File: src/rtl/pkt_addr_gen_if.sv
// Beat, address and descriptor handshakes of the TX buffer address generator.
// The slave side is the generator; the master side is the stream source/sinks.
interface pkt_addr_gen_if #(
    parameter int ADDR_WIDTH = 12
);
    logic                  s_tvalid;
    logic                  s_tlast;
    logic                  s_tready;
    logic [ADDR_WIDTH-1:0] o_addr_data;
    logic                  o_addr_valid;
    logic                  i_addr_ready;
    logic [15:0]           o_len_bytes;
    logic                  o_len_trunc;
    logic                  o_len_valid;
    logic                  i_len_ready;

    modport master (
        output s_tvalid, s_tlast, i_addr_ready, i_len_ready,
        input  s_tready, o_addr_data, o_addr_valid,
        input  o_len_bytes, o_len_trunc, o_len_valid
    );

    modport slave (
        input  s_tvalid, s_tlast, i_addr_ready, i_len_ready,
        output s_tready, o_addr_data, o_addr_valid,
        output o_len_bytes, o_len_trunc, o_len_valid
    );
endinterface

File: src/rtl/pkt_addr_gen.sv
// Per-beat buffer address generator for outbound packets, with a length
// descriptor per packet and a credit limit on packets resident in the buffer.
module pkt_addr_gen #(
    parameter int ADDR_WIDTH      = 12,
    parameter int BUS_WIDTH       = 32,
    parameter int BASE_ADDR       = 0,
    parameter int BUF_BYTES       = 2048,
    parameter int MAX_OUTSTANDING = 4
) (
    input  logic                               clk,
    input  logic                               reset_n,
    pkt_addr_gen_if.slave                      bus,
    input  logic                               i_pkt_consumed,
    output logic [$clog2(MAX_OUTSTANDING):0]   o_outstanding
);
    localparam int CW = $clog2(MAX_OUTSTANDING) + 1;
    localparam logic [15:0] BEAT = 16'(BUS_WIDTH / 8);
    localparam logic [15:0] BUFB = 16'(BUF_BYTES);
    localparam logic [CW-1:0] MAXO = CW'(MAX_OUTSTANDING);
    localparam logic [ADDR_WIDTH-1:0] BASE = ADDR_WIDTH'(BASE_ADDR);

    typedef enum logic {IDLE, BODY} state_t;

    state_t                state;
    state_t                state_nx;
    logic [15:0]           offset;
    logic [15:0]           offset_nx;
    logic                  trunc;
    logic                  out_free;
    logic                  len_free;
    logic                  credit_ok;
    logic                  accept;
    logic                  room;
    logic                  emit;
    logic                  inc;
    logic                  dec;
    logic [ADDR_WIDTH-1:0] addr_nx;

    // Handshake qualification and next-state decode.
    always_comb begin
        state_nx  = state;
        out_free  = !bus.o_addr_valid || bus.i_addr_ready;
        len_free  = !bus.o_len_valid || bus.i_len_ready;
        credit_ok = (state == BODY) || (o_outstanding < MAXO);
        bus.s_tready = out_free && credit_ok && (!bus.s_tlast || len_free);
        accept    = bus.s_tvalid && bus.s_tready;
        room      = (state == IDLE) || (offset < BUFB);
        emit      = accept && room;
        offset_nx = offset;
        addr_nx   = BASE;
        inc       = 1'b0;
        dec       = i_pkt_consumed && (o_outstanding != '0);
        case (state)
            IDLE: begin
                offset_nx = BEAT;
                addr_nx   = BASE;
                inc       = accept;
                if (accept && !bus.s_tlast)
                    state_nx = BODY;
            end
            BODY: begin
                addr_nx = BASE + ADDR_WIDTH'(offset);
                if (room)
                    offset_nx = offset + BEAT;
                if (accept && bus.s_tlast)
                    state_nx = IDLE;
            end
            default: state_nx = IDLE;
        endcase
    end

    // Packet state register.
    always_ff @(posedge clk or negedge reset_n) begin
        if (!reset_n)
            state <= IDLE;
        else
            state <= state_nx;
    end

    // Byte offset within the packet and sticky overflow flag.
    always_ff @(posedge clk or negedge reset_n) begin
        if (!reset_n) begin
            offset <= '0;
            trunc  <= 1'b0;
        end else if (accept) begin
            offset <= offset_nx;
            if (bus.s_tlast)
                trunc <= 1'b0;
            else if (!room)
                trunc <= 1'b1;
        end
    end

    // Address output register; holds while stalled.
    always_ff @(posedge clk or negedge reset_n) begin
        if (!reset_n) begin
            bus.o_addr_valid <= 1'b0;
            bus.o_addr_data  <= '0;
        end else if (emit) begin
            bus.o_addr_valid <= 1'b1;
            bus.o_addr_data  <= addr_nx;
        end else if (bus.i_addr_ready) begin
            bus.o_addr_valid <= 1'b0;
        end
    end

    // Length descriptor register, loaded on the last beat of a packet.
    always_ff @(posedge clk or negedge reset_n) begin
        if (!reset_n) begin
            bus.o_len_valid <= 1'b0;
            bus.o_len_bytes <= '0;
            bus.o_len_trunc <= 1'b0;
        end else if (accept && bus.s_tlast) begin
            bus.o_len_valid <= 1'b1;
            bus.o_len_bytes <= offset_nx;
            bus.o_len_trunc <= (state == BODY) && (trunc || !room);
        end else if (bus.i_len_ready) begin
            bus.o_len_valid <= 1'b0;
        end
    end

    // Credit counter of packets held in the buffer.
    always_ff @(posedge clk or negedge reset_n) begin
        if (!reset_n)
            o_outstanding <= '0;
        else if (inc && !dec)
            o_outstanding <= o_outstanding + 1'b1;
        else if (dec && !inc)
            o_outstanding <= o_outstanding - 1'b1;
    end
endmodule

File: src/flat_wrapper.sv
// flat-port wrapper written by rule: the top's interface ports become plain ports
module pkt_addr_gen_flat 
#(
    parameter int ADDR_WIDTH      = 12,
    parameter int BUS_WIDTH       = 32,
    parameter int BASE_ADDR       = 0,
    parameter int BUF_BYTES       = 2048,
    parameter int MAX_OUTSTANDING = 4
)
  (clk, reset_n, i_pkt_consumed, o_outstanding, bus_s_tvalid, bus_s_tlast, bus_i_addr_ready, bus_i_len_ready, bus_s_tready, bus_o_addr_data, bus_o_addr_valid, bus_o_len_bytes, bus_o_len_trunc, bus_o_len_valid);
  pkt_addr_gen_if #(.ADDR_WIDTH(ADDR_WIDTH)) bus_i ();
  input  logic clk;
  input  logic reset_n;
  input  logic i_pkt_consumed;
  output logic [$clog2(MAX_OUTSTANDING):0] o_outstanding;
  input wire logic [$bits(bus_i.s_tvalid)-1:0] bus_s_tvalid;
  input wire logic [$bits(bus_i.s_tlast)-1:0] bus_s_tlast;
  input wire logic [$bits(bus_i.i_addr_ready)-1:0] bus_i_addr_ready;
  input wire logic [$bits(bus_i.i_len_ready)-1:0] bus_i_len_ready;
  output wire logic [$bits(bus_i.s_tready)-1:0] bus_s_tready;
  output wire logic [$bits(bus_i.o_addr_data)-1:0] bus_o_addr_data;
  output wire logic [$bits(bus_i.o_addr_valid)-1:0] bus_o_addr_valid;
  output wire logic [$bits(bus_i.o_len_bytes)-1:0] bus_o_len_bytes;
  output wire logic [$bits(bus_i.o_len_trunc)-1:0] bus_o_len_trunc;
  output wire logic [$bits(bus_i.o_len_valid)-1:0] bus_o_len_valid;
  assign bus_i.s_tvalid = bus_s_tvalid;
  assign bus_i.s_tlast = bus_s_tlast;
  assign bus_i.i_addr_ready = bus_i_addr_ready;
  assign bus_i.i_len_ready = bus_i_len_ready;
  assign bus_s_tready = bus_i.s_tready;
  assign bus_o_addr_data = bus_i.o_addr_data;
  assign bus_o_addr_valid = bus_i.o_addr_valid;
  assign bus_o_len_bytes = bus_i.o_len_bytes;
  assign bus_o_len_trunc = bus_i.o_len_trunc;
  assign bus_o_len_valid = bus_i.o_len_valid;
  pkt_addr_gen #(.ADDR_WIDTH(ADDR_WIDTH), .BUS_WIDTH(BUS_WIDTH), .BASE_ADDR(BASE_ADDR), .BUF_BYTES(BUF_BYTES), .MAX_OUTSTANDING(MAX_OUTSTANDING)) u_core (.clk(clk), .reset_n(reset_n), .bus(bus_i), .i_pkt_consumed(i_pkt_consumed), .o_outstanding(o_outstanding));
endmodule
File: config.mk
export PLATFORM = sky130hd
export DESIGN_NAME = pkt_addr_gen_flat
export DESIGN_NICKNAME = d
export VERILOG_FILES = /design/src/rtl/pkt_addr_gen_if.sv /design/src/rtl/pkt_addr_gen.sv /design/src/flat_wrapper.sv
export SDC_FILE = /design/constraint.sdc
export NUM_CORES = 1
export LEC_CHECK = 0
export ABC_CLOCK_PERIOD_IN_PS = 2900
export BUFFER_PORTS_ARGS = -buffer_cell sky130_fd_sc_hd__buf_2
export CORE_ASPECT_RATIO = 0.7
export CORE_MARGIN = 2
export CORE_UTILIZATION = 55
export DETAILED_ROUTE_END_ITERATION = 6
export PLACE_DENSITY = 0.81
export RECOVER_POWER = 50
export SYNTH_ARGS = -nofsm -noshare
export SYNTH_HDL_FRONTEND = slang
export SYNTH_SLANG_ARGS = --single-unit
File: constraint.sdc
create_clock -name clk -period 2.9 [get_ports clk]
set_input_delay 0.29 -clock clk [delete_from_list [all_inputs] [get_ports clk]]
set_output_delay 0.29 -clock clk [all_outputs]
set_load 0.02 [all_outputs]
==> flow_metrics.tcl <==
set metrics [dict create \
    outcome "completed" \
    layout_common_cells "dfrtp_1 (52), nand2_1 (47), clkbuf_1 (37)" \
    leakagePower_uw 0.001212 \
    worstPathArrival_ns 2.80 \
    cts_tree "yes" \
    synth_edf_count 0 \
    syn_area_um2 2338 \
    initial_core_util_pct 58.55 \
    vias 1748 \
    multi_input_area_um2 982.2 \
    avgViaCountPerCell 5.445 \
    seqCellArea_um2 1301 \
    cts_buffers 5 \
    cts.sink_count 52 \
    min_period_ns 2.561 \
    crit_path_end_kind "flip-flop" \
    port_buffers 41 \
    slew_viol_final 0 \
    drcViolationCount 0 \
    fmax_mhz 390.4 \
    cts-root-buf "clkbuf_8" \
    pwr-share-clk_pct 21.3 \
    insertion_delay_ns 0.31 \
    grt_max_degree 30 \
    synthArstFlopShare_pct 100.0 \
    rsz0062_at_grt "no" \
    synth_ff_type "dfrtp_1" \
    dp_hpwl_um 3206 \
    syn2layout_area_growth_pct 13.86 \
    n_antenna_cell 0 \
    ys_seq_area_share_pct 55.64 \
    gr-usage-all-layers_pct 22.16 \
    final.fill_count 326 \
    syn_nets 237 \
    antenna_found_initial 0 \
    dr.pass1.iters 4 \
    totalWireLength_um 4630 \
    die_w_um 81.94 \
    htreeDepth 2 \
    grt-ovfl-total 0 \
    p_per_area_nw_per_um2 861.2 \
    ys_warn_count 0 \
    setup-tns-final_ns 0 \
    die_area_um2 4798 \
    post-cts-setup-buffers 0 \
    power_frac_seq_pct 44.4 \
    final-hold-violation-count 0 \
    ys_ff_latch 52 \
    crit_path_max_fanout 8 \
    nets 278 \
    clk_pin_slew_ns 0.09 \
    internal-power_uw 1402 \
    worst_pin_slew_ns 1.321 \
    combPwrFrac_pct 34.3 \
    synth_cell_types 41 \
    ant_nets 0 \
    io_pins 42 \
    hold_path.class "primary input to flip-flop" \
    fin_skew_ns 0.008383 \
    critPathLaunchType "flip-flop" \
    finalSetupViolations 0 \
    drt_iter0_drc 107 \
    post_drt_wl_per_cell_um 14.42 \
    cp.required_ns 3.13 \
    fin_hold_ws_ns 0.3144 \
    grt_pass1_vias 1608 \
    syn_area_per_cell_um2 10.30 \
    drive_above_1_share_pct 10.41 \
    ir_worst_vdd_mv 0.6878 \
    critPathKind "flip-flop to flip-flop" \
    cts_max_path_buffers 2 \
    die_h_um 58.56 \
    sw_frac_of_total_pct 38.85 \
    cap_violations 0 \
    place.gp.congestion 0.8384 \
    row_count 19 \
    syn-instance-count 227 \
    slew_headroom_pct 11.96 \
    layout_commonest_cell "dfrtp_1" \
    grt_pass1_wl_um 7907 \
    fin_crit_sh_pct 88.32 \
    core_um2 3994 \
    power_switching_uw 890.7 \
]
[critical path, stage by stage (launching register included)]
cell and delay [ns]:
dfrtp_1 0.42, nor2b_1 0.18, or4b_1 0.58, nor2_4 0.21, ha_1 0.22, inv_1 0.06, fa_1 0.38, xor2_1 0.15
nor2_1 0.11, xor2_1 0.16
[path summary, 6_finish.rpt]
kind	from	end	slack [ns]	cells past startpoint
setup / recovery	u_core.o_outstanding[2]	u_core.o_outstanding[2]	0.34	9
hold / removal	bus_i_len_ready	u_core.bus.o_len_valid	0.31	3
setup reg to reg	u_core.o_outstanding[2]	u_core.o_outstanding[2]	0.34	9
hold reg to reg	u_core.bus.o_len_bytes[1]	u_core.bus.o_len_bytes[1]	0.48	2
max in group asynchronous	reset_n	u_core.bus.o_len_bytes[2]	0.78	3
min in group asynchronous	reset_n	u_core.bus.o_addr_data[7]	0.79	2
[logic make-up after synthesis]
logic type                 Yosys count  share of synthesized area (%)
AOI/OAI and AO/OA                   46                          12.31
DFF                                 52                          55.64
muxes                                7                          3.371
buffers and inverters               14                          2.354
adders and majority gates            3                          1.926
xor gates and xnor gates            11                          4.120
and+or+nand+nor                     94                          20.28
[synthesized netlist by cell type, types with 2 or more instances]
master    number  area [um2]
clkbuf_1      11       41.29
nand2_1       47       176.4
xor2_1         9       78.83
nand2b_1       2       12.51
mux2_2         3       33.78
a31oi_1        2       12.51
xnor2_1        2       17.52
nor3_1         3       15.01
a21boi_0       2       15.01
o21ai_0       28       140.1
nor2_1        11       41.29
and3_1         3       18.77
nor2_4         2       22.52
a22o_1         5       43.79
dfrtp_1       52        1301
and4_1         2       17.52
nand4_1        5       31.28
ha_1           2       25.02
mux2_1         4       45.04
a21oi_1        2       10.01
nand3_1        3       15.01
nor2b_1        7       43.79
and2_1         2       12.51
[state kept, by name, indices dropped and copies added (netlist names), named ones only]
name	flops
u_core.bus.o_len_valid	1
u_core.bus.o_len_bytes	16
u_core.bus.o_addr_data	12
u_core.bus.o_addr_valid	1
u_core.bus.o_len_trunc	1
u_core.offset	16
u_core.trunc	1
u_core.o_outstanding	3
[area by class of cell]
| type | count | share of cell area [%] |
|---|---|---|
| inverters | 1 | 0.1410 |
| well taps | 52 | 2.444 |
| flip-flops and latches | 52 | 48.87 |
| clock inverters | 2 | 1.316 |
| repair buffers | 47 | 7.613 |
| multi-input cells | 161 | 36.89 |
| clock buffers | 6 | 2.726 |
[metal layers]
metal | global-route usage (%) | share of wire [%]
met1 | 35.71 | 52
met4 | 7.381 | 1.3
met2 | 29.38 | 40
met3 | 5.061 | 6.4
met5 | 0 | 0
[power by group through the flow]
stage | logic, uW | clock network (uW) | registers [uW]
5_1_grt | 875 | 531 | 1040
4_1_cts | 820 | 497 | 1010
3_3_place_gp | 798 | 0 | 1020
2_1_floorplan | 484 | 0 | 1110
6_report | 787 | 488 | 1020
3_5_place_dp | 815 | 0 | 1030
[timing repair]
| action | 4_1_cts | 5_1_grt |
|---|---|---|
| hold buffers | 1 | 0 |
| gates resized for setup | 0 | 0 |
| endpoints found under the hold margin | 24 | 0 |
[stage by stage]
| stage | cells | utilization [%] | power (uW) | worst slack (ns) | cell area (um2) |
|---|---|---|---|---|---|
| after global placement | 312 | 64.97 | 1818 | 0.4200 | 2595 |
| after detailed placement | 312 | 64.97 | 1842 | 0.3578 | 2595 |
| after CTS | 321 | 67.92 | 2329 | 0.3301 | 2713 |
| after global routing | 321 | 66.67 | 2449 | 0.1992 | 2663 |
| final | 321 | 66.67 | 2293 | 0.3386 | 2663 |
| after floorplan | 227 | - | 1591 | 0.2062 | 2338 |
(Power assumes the default switching activity.)
